**src/rtl/key_input_ctl_pkg.sv**
```systemverilog
// Shared definitions for the push-button conditioning path: FSM state
// encodings and the millisecond-to-cycle conversion used for timing parameters.
package key_input_ctl_pkg;

    localparam logic [1:0] IDLE         = 2'd0;
    localparam logic [1:0] PRESS_WAIT   = 2'd1;
    localparam logic [1:0] PRESSED      = 2'd2;
    localparam logic [1:0] RELEASE_WAIT = 2'd3;

    // Divide first so large clock rates cannot overflow 32 bits.
    function automatic int unsigned ms_to_cycles(input int unsigned cycles_per_second,
                                                 input int unsigned ms);
        return cycles_per_second / 1000 * ms;
    endfunction

endpackage

```
**src/rtl/key_input_ctl_sync_2ff.sv**
```systemverilog
// Two-flop synchronizer for asynchronous board inputs. The reset value lets
// each input start at its own idle level.
module sync_2ff #(
    parameter logic RESET_VALUE = 1'b0
) (
    input  logic clk,
    input  logic rst,
    input  logic d_i,
    output logic q_o
);

    logic meta_q;
    logic sync_q;

    // NOTE: sequential state uses non-blocking assignments so every flop
    // samples the pre-edge value of its neighbour; blocking here would
    // collapse the two stages into one.
    always_ff @(posedge clk or negedge rst) begin
        if (!rst) begin
            meta_q <= RESET_VALUE;
            sync_q <= RESET_VALUE;
        end else begin
            meta_q <= d_i;
            sync_q <= meta_q;
        end
    end

    assign q_o = sync_q;

endmodule

```
**src/rtl/key_input_ctl.sv**
```systemverilog
// Push-button conditioner: synchronizes, debounces and classifies presses as
// short or long, and keeps a direction bit and a 4-bit press counter.
module key_input_ctl
    import key_input_ctl_pkg::*;
#(
    parameter int unsigned CYCLES_PER_SECOND = 100_000_000,
    parameter int unsigned DEBOUNCE_MS       = 20,
    parameter int unsigned LONG_MS           = 1000,
    parameter bit          ACTIVE_HIGH       = 1'b1
) (
    input  logic       clk,
    input  logic       rst,
    input  logic       key,
    output logic       key_level,
    output logic       press_pulse,
    output logic       release_pulse,
    output logic       short_press,
    output logic       long_press,
    output logic       dir,
    output logic [3:0] press_cnt
);

    localparam int unsigned DEBOUNCE_CYCLES = ms_to_cycles(CYCLES_PER_SECOND, DEBOUNCE_MS);
    localparam int unsigned LONG_CYCLES     = ms_to_cycles(CYCLES_PER_SECOND, LONG_MS);
    localparam int DB_W   = $clog2(DEBOUNCE_CYCLES + 1);
    localparam int HOLD_W = $clog2(LONG_CYCLES + 1);
    localparam logic [DB_W-1:0]   DB_LAST   = DB_W'(DEBOUNCE_CYCLES - 1);
    localparam logic [HOLD_W-1:0] HOLD_LAST = HOLD_W'(LONG_CYCLES - 1);

    if (DEBOUNCE_CYCLES < 1 || LONG_CYCLES <= DEBOUNCE_CYCLES) begin : g_bad_timing
        $error("key_input_ctl: need DEBOUNCE_CYCLES >= 1 and LONG_CYCLES > DEBOUNCE_CYCLES");
    end

    logic ks;

    sync_2ff #(.RESET_VALUE(1'b0)) u_sync (
        .clk (clk),
        .rst (rst),
        .d_i (ACTIVE_HIGH ? key : ~key),
        .q_o (ks)
    );

    logic [1:0]        state_q,         state_d;
    logic [DB_W-1:0]   db_cnt_q,        db_cnt_d;
    logic [HOLD_W-1:0] hold_cnt_q,      hold_cnt_d;
    logic              long_done_q,     long_done_d;
    logic              key_level_q,     key_level_d;
    logic              press_pulse_q,   press_pulse_d;
    logic              release_pulse_q, release_pulse_d;
    logic              short_press_q,   short_press_d;
    logic              long_press_q,    long_press_d;
    logic              dir_q,           dir_d;
    logic [3:0]        press_cnt_q,     press_cnt_d;

    // NOTE: every next-state signal gets a default before the case so no path
    // leaves it unassigned, which would otherwise infer a latch.
    always_comb begin
        state_d         = state_q;
        db_cnt_d        = db_cnt_q;
        hold_cnt_d      = hold_cnt_q;
        long_done_d     = long_done_q;
        key_level_d     = key_level_q;
        dir_d           = dir_q;
        press_cnt_d     = press_cnt_q;
        press_pulse_d   = 1'b0;
        release_pulse_d = 1'b0;
        short_press_d   = 1'b0;
        long_press_d    = 1'b0;

        // Hold time keeps running through a release bounce so a long press
        // can still mature while the contact chatters.
        if (state_q == PRESSED || state_q == RELEASE_WAIT) begin
            if (hold_cnt_q != HOLD_LAST) begin
                hold_cnt_d = hold_cnt_q + 1'b1;
            end else if (!long_done_q) begin
                long_press_d = 1'b1;
                dir_d        = ~dir_q;
                long_done_d  = 1'b1;
            end
        end

        case (state_q)
            IDLE: begin
                if (ks) begin
                    state_d  = PRESS_WAIT;
                    db_cnt_d = '0;
                end
            end
            PRESS_WAIT: begin
                if (!ks) begin
                    state_d = IDLE;
                end else if (db_cnt_q == DB_LAST) begin
                    state_d       = PRESSED;
                    hold_cnt_d    = '0;
                    long_done_d   = 1'b0;
                    key_level_d   = 1'b1;
                    press_pulse_d = 1'b1;
                    press_cnt_d   = press_cnt_q + 4'd1;
                end else begin
                    db_cnt_d = db_cnt_q + 1'b1;
                end
            end
            PRESSED: begin
                if (!ks) begin
                    state_d  = RELEASE_WAIT;
                    db_cnt_d = '0;
                end
            end
            default: begin
                if (ks) begin
                    state_d = PRESSED;
                end else if (db_cnt_q == DB_LAST) begin
                    state_d         = IDLE;
                    key_level_d     = 1'b0;
                    release_pulse_d = 1'b1;
                    // A long press maturing on this very cycle also disqualifies short.
                    short_press_d   = ~long_done_d;
                end else begin
                    db_cnt_d = db_cnt_q + 1'b1;
                end
            end
        endcase
    end

    always_ff @(posedge clk or negedge rst) begin
        if (!rst) begin
            state_q         <= IDLE;
            db_cnt_q        <= '0;
            hold_cnt_q      <= '0;
            long_done_q     <= 1'b0;
            key_level_q     <= 1'b0;
            press_pulse_q   <= 1'b0;
            release_pulse_q <= 1'b0;
            short_press_q   <= 1'b0;
            long_press_q    <= 1'b0;
            dir_q           <= 1'b0;
            press_cnt_q     <= '0;
        end else begin
            state_q         <= state_d;
            db_cnt_q        <= db_cnt_d;
            hold_cnt_q      <= hold_cnt_d;
            long_done_q     <= long_done_d;
            key_level_q     <= key_level_d;
            press_pulse_q   <= press_pulse_d;
            release_pulse_q <= release_pulse_d;
            short_press_q   <= short_press_d;
            long_press_q    <= long_press_d;
            dir_q           <= dir_d;
            press_cnt_q     <= press_cnt_d;
        end
    end

    assign key_level     = key_level_q;
    assign press_pulse   = press_pulse_q;
    assign release_pulse = release_pulse_q;
    assign short_press   = short_press_q;
    assign long_press    = long_press_q;
    assign dir           = dir_q;
    assign press_cnt     = press_cnt_q;

endmodule

```
**config.mk**
```make
export PLATFORM = sky130hd
export DESIGN_NAME = key_input_ctl
export DESIGN_NICKNAME = d
export VERILOG_FILES = /design/src/rtl/key_input_ctl_pkg.sv /design/src/rtl/key_input_ctl_sync_2ff.sv /design/src/rtl/key_input_ctl.sv
export SDC_FILE = /design/constraint.sdc
export NUM_CORES = 1
export LEC_CHECK = 0
export ABC_AREA = 1
export BUFFER_PORTS_ARGS = -buffer_cell sky130_fd_sc_hd__buf_2
export CORE_MARGIN = 1
export CORE_UTILIZATION = 30
export DETAILED_ROUTE_END_ITERATION = 10
export PLACE_DENSITY = 0.53
export SETUP_SLACK_MARGIN = 0.2
export SLEW_MARGIN = 20
export SYNTH_ARGS = -nofsm -noshare
export SYNTH_HDL_FRONTEND = slang
export SYNTH_SLANG_ARGS = --single-unit
```
**constraint.sdc**
```tcl
create_clock -name clk -period 3.05 [get_ports clk]
set_input_delay 0.1525 -clock clk [delete_from_list [all_inputs] [get_ports clk]]
set_output_delay 0.1525 -clock clk [all_outputs]
set_load 0.02 [all_outputs]
```
==> reports/qor.csv, run 1 <==
metric;value;unit
status;complete, no violations;
synthCells;518;
worstPathCellList;ha_1, nand2_1, nor2_4, inv_2, nor2_4, nand3_2, nor2_4, nor2_2, o21ai_0;
min_to;u_sync.q_o;
worst_ep_required_time;3230;ps
synth_warnings;0;
drt_pre_antenna_iters;4;
power_density;442;nW/µm²
track_usage;0.151;
cts_buffers;9;
slew_viol_final;0;
top_register;hold_cnt_q;
root_buffer;clkbuf_16;
drc;0;
htreeDepth;3;
final_common_cell;nand2_1;
timing.fmax;499;MHz
place_ws;1010;ps
clk_pin_slew;50;ps
slew_headroom;0.478;
drive_gt1_frac;0.157;
most-common-layout-cells;nand2_1 (146), nor2_1 (70), dfrtp_1 (63);
antenna_cells;0;
r2r_end;db_cnt_q[7];
drt_iter0_markers;157;
worstSetupEndpointType;register;
die_h;115;µm
synth-seq-area-share;0.411;
grt_overflow;0;
clock_latency;330;ps
post-route-period-util;0.656;
pin_count;13;
synthDominantCellAreaShare;0.411;
cts_tree;done;
hp-start;u_sync.meta_q;
start_util;0.313;
startpoint_type;register;
slowest_stage;nor2_2;
via_per_inst;4.62;
path_buf_inv;1;
fin_ws;1050;ps
r2r_start;db_cnt_q[0];
clock_skew;6.79;ps
synth_area_leaders;dfrtp_1 (41%), nand2_1 (14%), nor2_1 (6.8%), nand3_1 (5.3%), inv_1 (5.2%);
post-cts-setup-buffer-count;0;
layout_min_cycle_time;2000;ps
netlist_area;3840;µm²
synth_seq_cells;63;
postSynthAreaPerCell;7.41;µm²
grt_pass1_wl;15800;µm
postLayoutCellArea;4380;µm²
r2r_cells;9;
cts_resized;0;
antenna_found_initial;0;
grt_max_degree;36;
setup_viol;0;
place_area;4070;µm²
fp.dieArea;13200;µm²
synth_nets;524;
ir_worst_vdd;0.000256;V
rrSetupSlack;1050;ps
arrival;2180;ps
holdPathStages;0;
timing.hold.ws;355;ps
dp_hpwl;6550;µm
worstMarginPinSlew;782;ps
p_leak;0.00197;µW
synth_cell_type_count;34;
finalHoldViolCount;0;
grt_pass1_vias;3306;
gp_congestion;0.863;
core;12300;µm²
cts.hold.buffers_added;2;
clock_sink_count;63;
synth.largest_area_cell;dfrtp_1;
path_common_cell;nor2_4;
setup_tns;0;ps
routed_wl;8800;µm
hp-class;reg -> reg;
total_power;1940;µW
ant_nets;0;
cp_top_family;simple AND/OR/NAND/NOR gates;
critical-path-max-stage-delay;600;ps
rsz0062_at_grt;no;
clk_path_buf_depth;2;
via_count;3277;
nets;543;
worstPathMaxFanout;13;
cap_viol_max_count;0;
port_buffers;12;
areaGrowthSynthToFinish;14.2;%
rows;40;
die_x;115;µm
critPathKind;reg -> reg;
largest_register_ffs;27;
wire_per_inst;12.4;µm
how the worst max path moves through the flow:
| stage | from | end | slack [ps] | cells after the start |
|---|---|---|---|---|
| floorplan | db_cnt_q[0] | press_cnt[1] | 1440 | 11 |
| global placement | db_cnt_q[0] | db_cnt_q[5] | 1080 | 9 |
| detailed placement | db_cnt_q[0] | db_cnt_q[7] | 1010 | 9 |
| CTS | db_cnt_q[0] | hold_cnt_q[0] | 1020 | 10 |
| global route | db_cnt_q[0] | hold_cnt_q[10] | 800 | 10 |
| finish | db_cnt_q[0] | db_cnt_q[7] | 1050 | 9 |
Yosys cell counts:
cell type,number
nand2_1,146
nor2_1,70
dfrtp_1,63
inv_1,53
nand3_1,41
nand4_1,18
a21oi_1,15
o21ai_0,13
inv_2,10
nor2_4,10
nand3_2,9
o21ai_2,9
nor2_2,8
nor3_1,8
xnor2_1,6
xor2_1,6
buf_6,4
nand2_2,4
o21ai_1,4
ha_1,3
a21o_1,2
nor3_2,2
o211ai_2,2
o31ai_1,2
a21oi_2,1
and2_1,1
buf_1,1
buf_2,1
buf_4,1
clkbuf_1,1
clkinv_1,1
nand4_2,1
nor3_4,1
o21bai_1,1
cell families (layout without fill, tap and decap cells):
kind of cell               after synthesis  in the layout  synth area share
xor gates and xnor gates                12             12            0.0274
AOI/OAI and AO/OA                       49             49            0.0809
adders and majority gates                3              3           0.00979
and+or+nand+nor                        319            319             0.391
DFF                                     63             63             0.411
buffers and inverters                   72             96            0.0796
through the flow:
stage,cells,utilization
floorplan,518,-
global placement,692,0.332
global route,710,0.357
finish,710,0.357
detailed placement,692,0.332
CTS,710,0.357
worst register-to-register path, cell delays in order, from the launching register on:
cell and delay (ps):
dfrtp_1 410, ha_1 220, nand2_1 120, nor2_4 70, inv_2 80, nor2_4 40, nand3_2 110, nor2_4 50
nor2_2 600, o21ai_0 160
final cells by class:
| cell class | instances | area, µm² |
|---|---|---|
| clock buffers | 12 | 246 |
| repair buffers | 16 | 108 |
| flip-flops and latches | 63 | 1580 |
| well taps | 168 | 210 |
| clock inverters | 4 | 45.0 |
| fillers | 1279 | 7880 |
| inverters | 64 | 240 |
| multi-input cells | 383 | 1950 |
routing by layer:
layer | vias to the layer above | GRT usage | routed length (µm)
li1 | 1698 | - | -
met1 | 1514 | 0.195 | 4200
met2 | 54 | 0.251 | 4220
met3 | 11 | 0.0322 | 260
met4 | 0 | 0.0519 | 116
met5 | - | 0 | 0
power breakdown:
part	switching, µW	internal [µW]
clock network	363	650
registers	11.6	848
logic	45.3	18.5
total	420	1520
Note: power is estimated with default switching activity, not from simulation.
==> inputs of run 2 (changes only) <==
--- a/config.mk
+++ b/config.mk
@@ -5,12 +5,12 @@
 export SDC_FILE = /design/constraint.sdc
 export NUM_CORES = 1
 export LEC_CHECK = 0
-export ABC_AREA = 1
+export ABC_AREA = 0
 export BUFFER_PORTS_ARGS = -buffer_cell sky130_fd_sc_hd__buf_2
 export CORE_MARGIN = 1
 export CORE_UTILIZATION = 30
 export DETAILED_ROUTE_END_ITERATION = 10
-export PLACE_DENSITY = 0.53
+export PLACE_DENSITY = 0.55
 export SETUP_SLACK_MARGIN = 0.2
 export SLEW_MARGIN = 20
 export SYNTH_ARGS = -nofsm -noshare
==> constraint.sdc (replaced) <==
create_clock -name clk -period 1.7 [get_ports clk]
set_input_delay 0.085 -clock clk [delete_from_list [all_inputs] [get_ports clk]]
set_output_delay 0.085 -clock clk [all_outputs]
set_load 0.02 [all_outputs]
==> reports/qor.csv, run 2 <==
metric;value;unit;change
status;complete, but fails checks;;
violations;negative setup slack;;
most-common-layout-cells;buf_4 (85), dfrtp_1 (63), nand3_1 (30);;
synth_area_leaders;dfrtp_1 (48%), nand3_1 (4.6%), xnor2_1 (4.3%), nand4_1 (3.6%), nand2_1 (3.3%);;
via_per_inst;4.95;;+7.3%
post-route-period-util;1.24;;+0.585
cp_top_family;simple AND/OR/NAND/NOR gates;;
startpoint_type;register;;
switchingPower;735;µW;+75%
critical-path-max-stage-delay;550;ps;-50 ps
largest_register_ffs;27;;unchanged
htreeDepth;3;;unchanged
nets;455;;-16%
synth-main-ff-cell;dfrtp_1;;
die_h;106;µm;-7.6%
switching_share;0.243;;+0.0261
worstSetupEndpointType;register;;
antenna_cells;0;;unchanged
arrival;2350;ps;+170 ps
drive_gt1_frac;0.335;;+0.178
fillers;1038;;-19%
clk_pin_slew;70;ps;+20 ps
drt_pre_antenna_iters;4;;unchanged
hp-class;in -> async;;
power_density;661;nW/µm²;+50%
rsz0062_at_grt;yes;;
slew_viol_final;0;;unchanged
port_buffers;12;;unchanged
critPathKind;reg -> reg;;
synth_seq_cells;63;;unchanged
p_leak;0.00204;µW;+3.4%
synthTopCellsByCount;dfrtp_1 (63), nand3_1 (30), nand2_1 (29), nor2_1 (25), nand4_1 (19);;
synth-seq-area-share;0.482;;+0.0714
via_count;2923;;-11%
final_common_cell;buf_4;;
critical_path_depth;5;;-4
slew_headroom;0.733;;+0.254
cts_tree;done;;
synth_nets;344;;-34%
grt_max_degree;64;;+78%
areaGrowthSynthToFinish;40.2;%;
synthCells;338;;-35%
async_flop_share;1.00;;unchanged
clock_sink_count;63;;unchanged
ff_latch_area;1580;µm²;unchanged
cap_viol_max_count;0;;unchanged
gp_congestion;0.812;;-5.9%
worstPathMaxFanout;8;;-5
grt_pass1_wl;14000;µm;-11%
fp.dieArea;11300;µm²;-15%
finalHoldViolCount;0;;unchanged
drt_iter0_markers;83;;-47%
layout_min_cycle_time;2110;ps;+108 ps
synthDominantCellAreaShare;0.482;;+0.0714
ant_nets;0;;unchanged
intPower;2290;µW;+51%
seqPwrFrac;0.501;;+0.057
power_frac_comb;0.049;;+0.016
grt_overflow;0;;unchanged
timing.fmax;474;MHz;-5.1%
routed_wl;8100;µm;-8.0%
core;10500;µm²;-15%
synth_edf_count;0;;unchanged
drc;0;;unchanged
root_buffer;clkbuf_8;;
slowest_stage;or4b_4;;
track_usage;0.159;;+0.00801
finalNonFillerCells;590;;-17%
place.detailed.instances;562;;-19%
top_register;hold_cnt_q;;
worstMarginPinSlew;396;ps;-386 ps
clockPowerShare;0.451;;-0.072
multiInputGateArea;1690;µm²;-13%
netlist_area;3270;µm²;-15%
yosysMostFrequentCell;dfrtp_1;;
wire_per_inst;13.7;µm;+11%
die_x;106;µm;-7.6%
pin_count;13;;unchanged
ir_worst_vdd;0.000527;V;+110%
path_buf_inv;1;;unchanged
grt_pass1_vias;2947;;-11%
clk_path_buf_depth;2;;unchanged
clock_skew;7.59;ps;+0.802 ps
dp_hpwl;5550;µm;-15%
fin_ws;-410;ps;-1460 ps
clock_latency;350;ps;+20 ps
cts_buffers;9;;unchanged
synth_warnings;0;;unchanged
start_util;0.312;;-0.000492
synth.largest_area_cell;dfrtp_1;;
r2r_cells;5;;-4
setup_tns;-17540;ps;-17,540 ps
worst_ep_required_time;1940;ps;-1290 ps
postSynthAreaPerCell;9.67;µm²;+31%
rows;37;;-7.5%
worstPathCellList;or4b_4, or4_4, nor4_4, buf_6, mux2_4;;
synth_cell_type_count;44;;+29%
antenna_found_initial;0;;unchanged
setup_viol;59;;+59
run 2: changes by cell type after synthesis, sizes merged, moves of 13 or more:
cell   before  now
nand2     150   30
nand3      50   30
nor2       88   25
or3         0   13
inv        63   11
run 2: through the flow:
| stage | cell area, µm² | total power, µW | hold slack [ps] | setup slack (ps) | utilization |
|---|---|---|---|---|---|
| finish | 4580 | 3030 | 268 | -410 | 0.438 |
| CTS | 4520 | 3070 | 280 | -411 | 0.432 |
| global placement | 4150 | 1670 | 130 | -396 | 0.397 |
| floorplan | 3310 | 1590 | -211 | -493 | - |
| detailed placement | 4150 | 1680 | 132 | -429 | 0.397 |
| global route | 4580 | 3150 | 314 | -498 | 0.438 |
run 2: worst reg2reg max path: cells and delay by family, from the launching register on:
kind          cells  cell delay (ps)
simple gates      3             1140
flops             1              380
mux               1              300
buf+inv           1              170
run 2: worst paths after layout:
check	from	endpoint	slack, ps
min reg2reg	u_sync.meta_q	u_sync.q_o	350
max in group asynchronous	rst	db_cnt_q[3]	1140
min in group clk	u_sync.meta_q	u_sync.q_o	350
max reg2reg	db_cnt_q[14]	press_cnt[1]	-410
max	db_cnt_q[14]	press_cnt[1]	-410
min	rst	hold_cnt_q[24]	270
run 2: cells by family after synthesis:
group / Yosys count / share of synthesized area
simple gates: 174 / 0.306
flops: 63 / 0.482
compound gates: 45 / 0.0861
buf+inv: 24 / 0.0302
xor+xnor: 22 / 0.0613
mux: 7 / 0.0226
fa+ha+maj: 3 / 0.0115
run 2: repair_timing:
action,in CTS,in global routing
endpoints found under the hold margin,64,0
setup buffers,4,5
cloned,1,0
pin swaps,6,2
hold buffers,2,0
endpoints found under the setup margin,61,61
gates resized for setup,28,4
run 2: routing by layer:
| layer | up-vias | track usage | share of wire |
|---|---|---|---|
| met5 | - | 0 | 0 |
| met4 | 0 | 0.0575 | 0.016 |
| met3 | 11 | 0.0423 | 0.024 |
| met2 | 28 | 0.263 | 0.49 |
| met1 | 1419 | 0.198 | 0.47 |
| li1 | 1465 | - | - |
run 2: layout make-up:
type,count,area share
Clock inverter,6,0.0150
Multi-Input combinational cell,251,0.370
Inverter,11,0.00901
Sequential cell,63,0.344
Timing Repair Buffer,113,0.195
Tap cell,136,0.0371
Clock buffer,10,0.0300
run 2: power groups by stage:
stage | clock network, µW | registers (µW) | logic [µW]
after floorplan | 0 | 1550 | 44.9
after global placement | 0 | 1540 | 126
after detailed placement | 0 | 1550 | 130
after CTS | 1410 | 1520 | 151
after global routing | 1470 | 1520 | 166
final | 1360 | 1520 | 148
